## config.mk

```make
export PLATFORM = sky130hd
export DESIGN_NAME = argmax_seq
export DESIGN_NICKNAME = d
export VERILOG_FILES = /design/src/rtl/argmax_pkg.sv /design/src/rtl/argmax_cmp.sv /design/src/rtl/argmax_seq.sv
export SDC_FILE = /design/constraint.sdc
export NUM_CORES = 1
export LEC_CHECK = 0
export CORE_ASPECT_RATIO = 0.8
export CORE_MARGIN = 10
export CORE_UTILIZATION = 53
export DETAILED_ROUTE_END_ITERATION = 6
export GPL_TIMING_DRIVEN = 1
export PLACE_DENSITY = 0.89
export SETUP_SLACK_MARGIN = 0.3
export SYNTH_ARGS = -nofsm -noshare
export SYNTH_HDL_FRONTEND = slang
export SYNTH_SLANG_ARGS = --single-unit
```

## constraint.sdc

```tcl
create_clock -name Clk -period 5.78 [get_ports Clk]
set_clock_uncertainty 0.2 [all_clocks]
set_input_delay 1.156 -clock Clk [delete_from_list [all_inputs] [get_ports Clk]]
set_output_delay 1.156 -clock Clk [all_outputs]
set_load 0.05 [all_outputs]
```

## src/rtl/argmax_pkg.sv

```systemverilog
`default_nettype none
// ============================================================================
// Module      : argmax_pkg
// Description : Shared types and defaults for the sequential argmax/argmin selector.
// Revision    : 1.0 - initial release
// ============================================================================
package argmax_pkg;

    localparam int unsigned ARGMAX_N_DEFAULT = 4;
    localparam int unsigned ARGMAX_W_DEFAULT = 32;

    typedef enum logic [1:0] {
        S_IDLE = 2'd0,
        S_SCAN = 2'd1,
        S_DONE = 2'd2
    } argmax_state_t;

    typedef enum logic {
        SEL_MAX = 1'b0,
        SEL_MIN = 1'b1
    } argmax_mode_t;

endpackage
`default_nettype wire

```

## src/rtl/argmax_cmp.sv

```systemverilog
`default_nettype none
// ============================================================================
// Module      : argmax_cmp
// Description : Decides whether the current candidate replaces the best entry.
// Revision    : 1.0 - initial release
// ============================================================================
module argmax_cmp
    import argmax_pkg::*;
#(
    parameter int unsigned W = ARGMAX_W_DEFAULT
) (
    input  logic [W-1:0]  cur,
    input  logic [W-1:0]  best,
    input  logic          found,
    input  logic          eligible,
    input  argmax_mode_t  mode,
    output logic          take
);

    logic better;

    // Strict compare keeps the earlier (lower) index on ties.
    always_comb begin
        better = (mode == SEL_MIN) ? (cur < best) : (cur > best);
        take   = eligible && (!found || better);
    end

endmodule
`default_nettype wire

```

## src/rtl/argmax_seq.sv

```systemverilog
`default_nettype none
// ============================================================================
// Module      : argmax_seq
// Description : Captures N scores and a mask, scans one channel per clock and
//               reports the index and value of the max/min eligible channel.
// Revision    : 1.0 - initial release
// ============================================================================
module argmax_seq
    import argmax_pkg::*;
#(
    parameter int unsigned N     = ARGMAX_N_DEFAULT,
    parameter int unsigned W     = ARGMAX_W_DEFAULT,
    parameter int unsigned IDX_W = $clog2(N)
) (
    input  logic               Clk,
    input  logic               Reset_n,
    input  logic               start,
    input  logic [N*W-1:0]     vals,
    input  logic [N-1:0]       mask,
    input  logic               mode,
    output logic               busy,
    output logic               done,
    output logic [IDX_W-1:0]   ret,
    output logic [W-1:0]       ret_val,
    output logic               none_valid
);

    localparam logic [IDX_W-1:0] LAST_IDX = IDX_W'(N - 1);

    argmax_state_t     state_q, state_d;
    logic [IDX_W-1:0]  cnt_q, cnt_d;
    logic [N*W-1:0]    vals_q, vals_d;
    logic [N-1:0]      mask_q, mask_d;
    argmax_mode_t      mode_q, mode_d;
    logic              found_q, found_d;
    logic [IDX_W-1:0]  best_idx_q, best_idx_d;
    logic [W-1:0]      best_val_q, best_val_d;
    logic              busy_q, busy_d;
    logic              done_q, done_d;
    logic [IDX_W-1:0]  ret_q, ret_d;
    logic [W-1:0]      ret_val_q, ret_val_d;
    logic              none_valid_q, none_valid_d;

    logic [W-1:0]      vals_arr [N];
    logic [W-1:0]      cur_val;
    logic              cur_elig;
    logic              take;

    for (genvar g = 0; g < N; g++) begin : g_unpack
        assign vals_arr[g] = vals_q[g*W +: W];
    end

    assign cur_val  = vals_arr[cnt_q];
    assign cur_elig = mask_q[cnt_q];

    argmax_cmp #(
        .W (W)
    ) u_cmp (
        .cur      (cur_val),
        .best     (best_val_q),
        .found    (found_q),
        .eligible (cur_elig),
        .mode     (mode_q),
        .take     (take)
    );

    always_comb begin
        state_d      = state_q;
        cnt_d        = cnt_q;
        vals_d       = vals_q;
        mask_d       = mask_q;
        mode_d       = mode_q;
        found_d      = found_q;
        best_idx_d   = best_idx_q;
        best_val_d   = best_val_q;
        busy_d       = busy_q;
        done_d       = 1'b0;
        ret_d        = ret_q;
        ret_val_d    = ret_val_q;
        none_valid_d = none_valid_q;

        case (state_q)
            S_IDLE: begin
                if (start) begin
                    vals_d     = vals;
                    mask_d     = mask;
                    mode_d     = argmax_mode_t'(mode);
                    found_d    = 1'b0;
                    best_idx_d = '0;
                    best_val_d = '0;
                    cnt_d      = '0;
                    busy_d     = 1'b1;
                    state_d    = S_SCAN;
                end
            end
            S_SCAN: begin
                if (take) begin
                    best_idx_d = cnt_q;
                    best_val_d = cur_val;
                    found_d    = 1'b1;
                end
                if (cnt_q == LAST_IDX) begin
                    cnt_d   = '0;
                    busy_d  = 1'b0;
                    state_d = S_DONE;
                end else begin
                    cnt_d = cnt_q + 1'b1;
                end
            end
            S_DONE: begin
                // Best registers start at zero, so an empty mask yields ret=0, ret_val=0.
                ret_d        = best_idx_q;
                ret_val_d    = best_val_q;
                none_valid_d = !found_q;
                done_d       = 1'b1;
                state_d      = S_IDLE;
            end
            default: begin
                busy_d  = 1'b0;
                cnt_d   = '0;
                state_d = S_IDLE;
            end
        endcase
    end

    always_ff @(posedge Clk or negedge Reset_n) begin
        if (!Reset_n) begin
            state_q      <= S_IDLE;
            cnt_q        <= '0;
            vals_q       <= '0;
            mask_q       <= '0;
            mode_q       <= SEL_MAX;
            found_q      <= 1'b0;
            best_idx_q   <= '0;
            best_val_q   <= '0;
            busy_q       <= 1'b0;
            done_q       <= 1'b0;
            ret_q        <= '0;
            ret_val_q    <= '0;
            none_valid_q <= 1'b0;
        end else begin
            state_q      <= state_d;
            cnt_q        <= cnt_d;
            vals_q       <= vals_d;
            mask_q       <= mask_d;
            mode_q       <= mode_d;
            found_q      <= found_d;
            best_idx_q   <= best_idx_d;
            best_val_q   <= best_val_d;
            busy_q       <= busy_d;
            done_q       <= done_d;
            ret_q        <= ret_d;
            ret_val_q    <= ret_val_d;
            none_valid_q <= none_valid_d;
        end
    end

    assign busy       = busy_q;
    assign done       = done_q;
    assign ret        = ret_q;
    assign ret_val    = ret_val_q;
    assign none_valid = none_valid_q;

endmodule
`default_nettype wire

```

==> results.py <==
metrics = {
    "die": {
        "placementRows": 43,
        "die_h_um": 140,
        "dieArea_um2": 23900,
        "die_x_um": 171,
        "core-area_um2": 17500,
        "io-pin-count": 173,
        "start_util_pct": 54.8,
    },
    "power": {
        "internal_power_mw": 4.22,
        "clockPowerShare_pct": 19.3,
        "p_sw_mw": 2.63,
        "total_power_mw": 6.85,
        "peakVddDrop_mv": 0.293,
        "power_density_nw_per_um2": 562,
        "p_comb_share_pct": 44.6,
        "power_frac_seq_pct": 36.0,
        "leakage_nw": 5.98,
        "p_sw_share_pct": 38.4,
    },
    "clocking": {
        "clock-sinks": 209,
        "cts_hold_buf": 0,
        "cts-root-buf": "clkbuf_16",
        "clockBufferDepth": 3,
        "cts_setup_buffers": 0,
        "clock_latency_ns": 0.49,
        "htreeDepth": 1,
        "cts_tree": "built",
        "path_clk_slew_ns": 0.06,
        "cts-buffers-inserted": 21,
        "ctsResizeCount": 0,
    },
    "timing": {
        "post-route-period-util_pct": 80.7,
        "slew_headroom_pct": 24.6,
        "tightestPinTransition_ns": 1.13,
        "final.setup.tns_ns": 0,
        "timing.final.hold_violations": 0,
        "slew_violations": 0,
        "setup_viol": 0,
        "whs_ns": 0.272,
        "fmax_mhz": 214,
        "period_needed_ns": 4.67,
        "rsz0062_at_grt": "false",
    },
    "detailed_routing": {
        "drc": 0,
        "drt_wl_total_um": 24700,
        "drt_iter0_markers": 509,
        "antenna_left": 0,
        "drtPass1Iterations": 5,
        "routed_via_density": 5.36,
        "wire_per_inst_um": 18.1,
        "vias": 7304,
    },
    "grt": {
        "grt_pass1_vias": 7712,
        "grt_max_degree": 115,
        "overflow": 0,
        "track_usage_pct": 20.7,
        "grt_pass1_wl_um": 40400,
        "grt_antenna_before_repair": 1,
    },
    "critical_path": {
        "r2r_cells": 11,
        "critPathRequiredTime_ns": 5.95,
        "arrival_ns": 4.84,
        "crit_fanout": 27,
        "end_kind": "register",
        "startpoint_type": "register",
        "worstSetupPathType": "reg -> reg",
        "reg2reg_slack_ns": 1.11,
    },
    "logic_synthesis": {
        "syn_area_per_cell_um2": 9.88,
        "netlist_instances": 972,
        "ys_seq_area_share_pct": 54.5,
        "synthTopCellsByArea": "dfrtp_1 54%, nand2_1 18%, mux4_2 7.5%, ha_1 4.3%, mux2_4 4.1%",
        "ys_warn_count": 0,
        "syn-cell-area_um2": 9600,
        "synth_cell_types": 35,
        "yosys.area.top_type": "dfrtp_1",
        "syn_nets": 1141,
        "synth_top_area_share_pct": 54.5,
        "ys_seq_elements": 209,
    },
    "flow_run": {
        "cap_violations": 0,
    },
    "final_layout": {
        "regArea_um2": 5230,
        "fillers": 1237,
        "area_growth_pct": 26.9,
        "drive_gt1_share_pct": 10.2,
        "final_cell_mix": "447 x nand2_1, 207 x dfrtp_1, 171 x clkdlybuf4s50_1",
        "final_common_cell": "nand2_1",
        "nets": 1293,
        "final_cells": 1363,
        "multi_input_area_um2": 4040,
        "insertedDiodeCount": 0,
    },
    "outcome": {
        "status": "finished clean",
    },
    "placement": {
        "dp_hpwl_um": 17400,
        "place_congestion": 0.834,
        "dp.cells": 1326,
        "port-buffer-count": 172,
    },
    "hold_path": {
        "hp-class": "reg -> reg",
        "min_path_cells": 2,
    },
}
-- final cells by class --
| class | instances | share of cell area, % |
|---|---|---|
| sequential | 209 | 42.9 |
| multi-input combinational | 675 | 33.2 |
| timing repair buffer | 180 | 15.0 |
| clock buffer | 31 | 5.03 |
| tap | 225 | 2.31 |
| inverter | 37 | 1.14 |
| clock inverter | 6 | 0.452 |
-- routing by layer --
layer	global-route usage, %	share of wire [%]
met5	0	0.028
met4	4.56	2.0
met3	5.48	7.7
met2	33.0	46
met1	27.7	44
-- synth_stat cells (all sizes together) --
cell	n
a2111oi	1
a211oi	1
a21o	1
a21oi	17
a221o	1
a22oi	1
a2bb2oi	1
a32o	2
buf	13
clkbuf	38
dfrtp	209
ha	33
inv	37
mux2	35
mux2i	4
mux4	32
nand2	448
nand3	3
nand4	10
nor2	38
nor2b	1
nor3	2
nor4	1
o2111ai	1
o211ai	1
o21a	1
o21ai	36
o2bb2ai	1
o41ai	1
or3	1
or3b	1
-- power by group through the flow --
stage               Clock [mW]  Combinational [mW]  Sequential, mW
floorplan                    0                2.13            2.47
global placement             0                2.88            2.46
detailed placement           0                3.04            2.47
CTS                       1.35                3.07            2.46
global route              1.41                3.38            2.53
finish                    1.32                3.06            2.47
-- kinds of logic (layout without fill, tap and decap cells) --
logic type | after synthesis | after routing | share of synthesized area (%)
simple gates | 505 | 505 | 20.4
buf+inv | 88 | 254 | 3.69
mux | 71 | 71 | 13.0
fa+ha+maj | 33 | 33 | 4.30
compound gates | 66 | 66 | 4.10
flops | 209 | 209 | 54.5
-- final timing paths --
kind,from,endpoint
max,cnt_q[0]$_DFFE_PN0P_,best_val_q[31]$_DFFE_PN0P_
min,vals_q[3]$_DFFE_PN0P_,vals_q[3]$_DFFE_PN0P_
max reg2reg,cnt_q[0]$_DFFE_PN0P_,best_val_q[31]$_DFFE_PN0P_
min reg2reg,vals_q[3]$_DFFE_PN0P_,vals_q[3]$_DFFE_PN0P_
max in group asynchronous,Reset_n,vals_q[114]$_DFFE_PN0P_
min in group asynchronous,Reset_n,vals_q[98]$_DFFE_PN0P_
-- flip-flops by register name (all words and copies together), names as in the netlist --
| name | flops |
|---|---|
| busy | 1 |
| done | 1 |
| found_q | 1 |
| cnt_q | 2 |
| ret_val | 32 |
| mask_q | 4 |
| best_idx_q | 2 |
| none_valid | 1 |
| best_val_q | 32 |
| ret | 2 |
| mode_q | 1 |
| vals_q | 128 |
| state_q | 2 |
-- worst max-delay path, cell delays in order (launching register included) --
cell       delay (ns)
dfrtp_2          0.65
buf_12           0.29
mux4_2           0.55
ha_1             0.33
nand4_1          0.25
nor4_4           0.40
nor2_1           0.07
or3b_1           0.35
a32o_1           0.24
o2111ai_4        0.50
buf_4            0.34
mux2_2           0.36
-- stage by stage --
step / util, % / instance area [um^2] / worst slack, ns
after floorplan: - / 9600 / 1.47
after global placement: 65.7 / 11500 / 1.24
after detailed placement: 65.7 / 11500 / 1.10
after CTS: 69.5 / 12200 / 1.09
after global routing: 69.5 / 12200 / 0.840
final: 69.5 / 12200 / 1.11
Power figures use the tool's default switching activity.
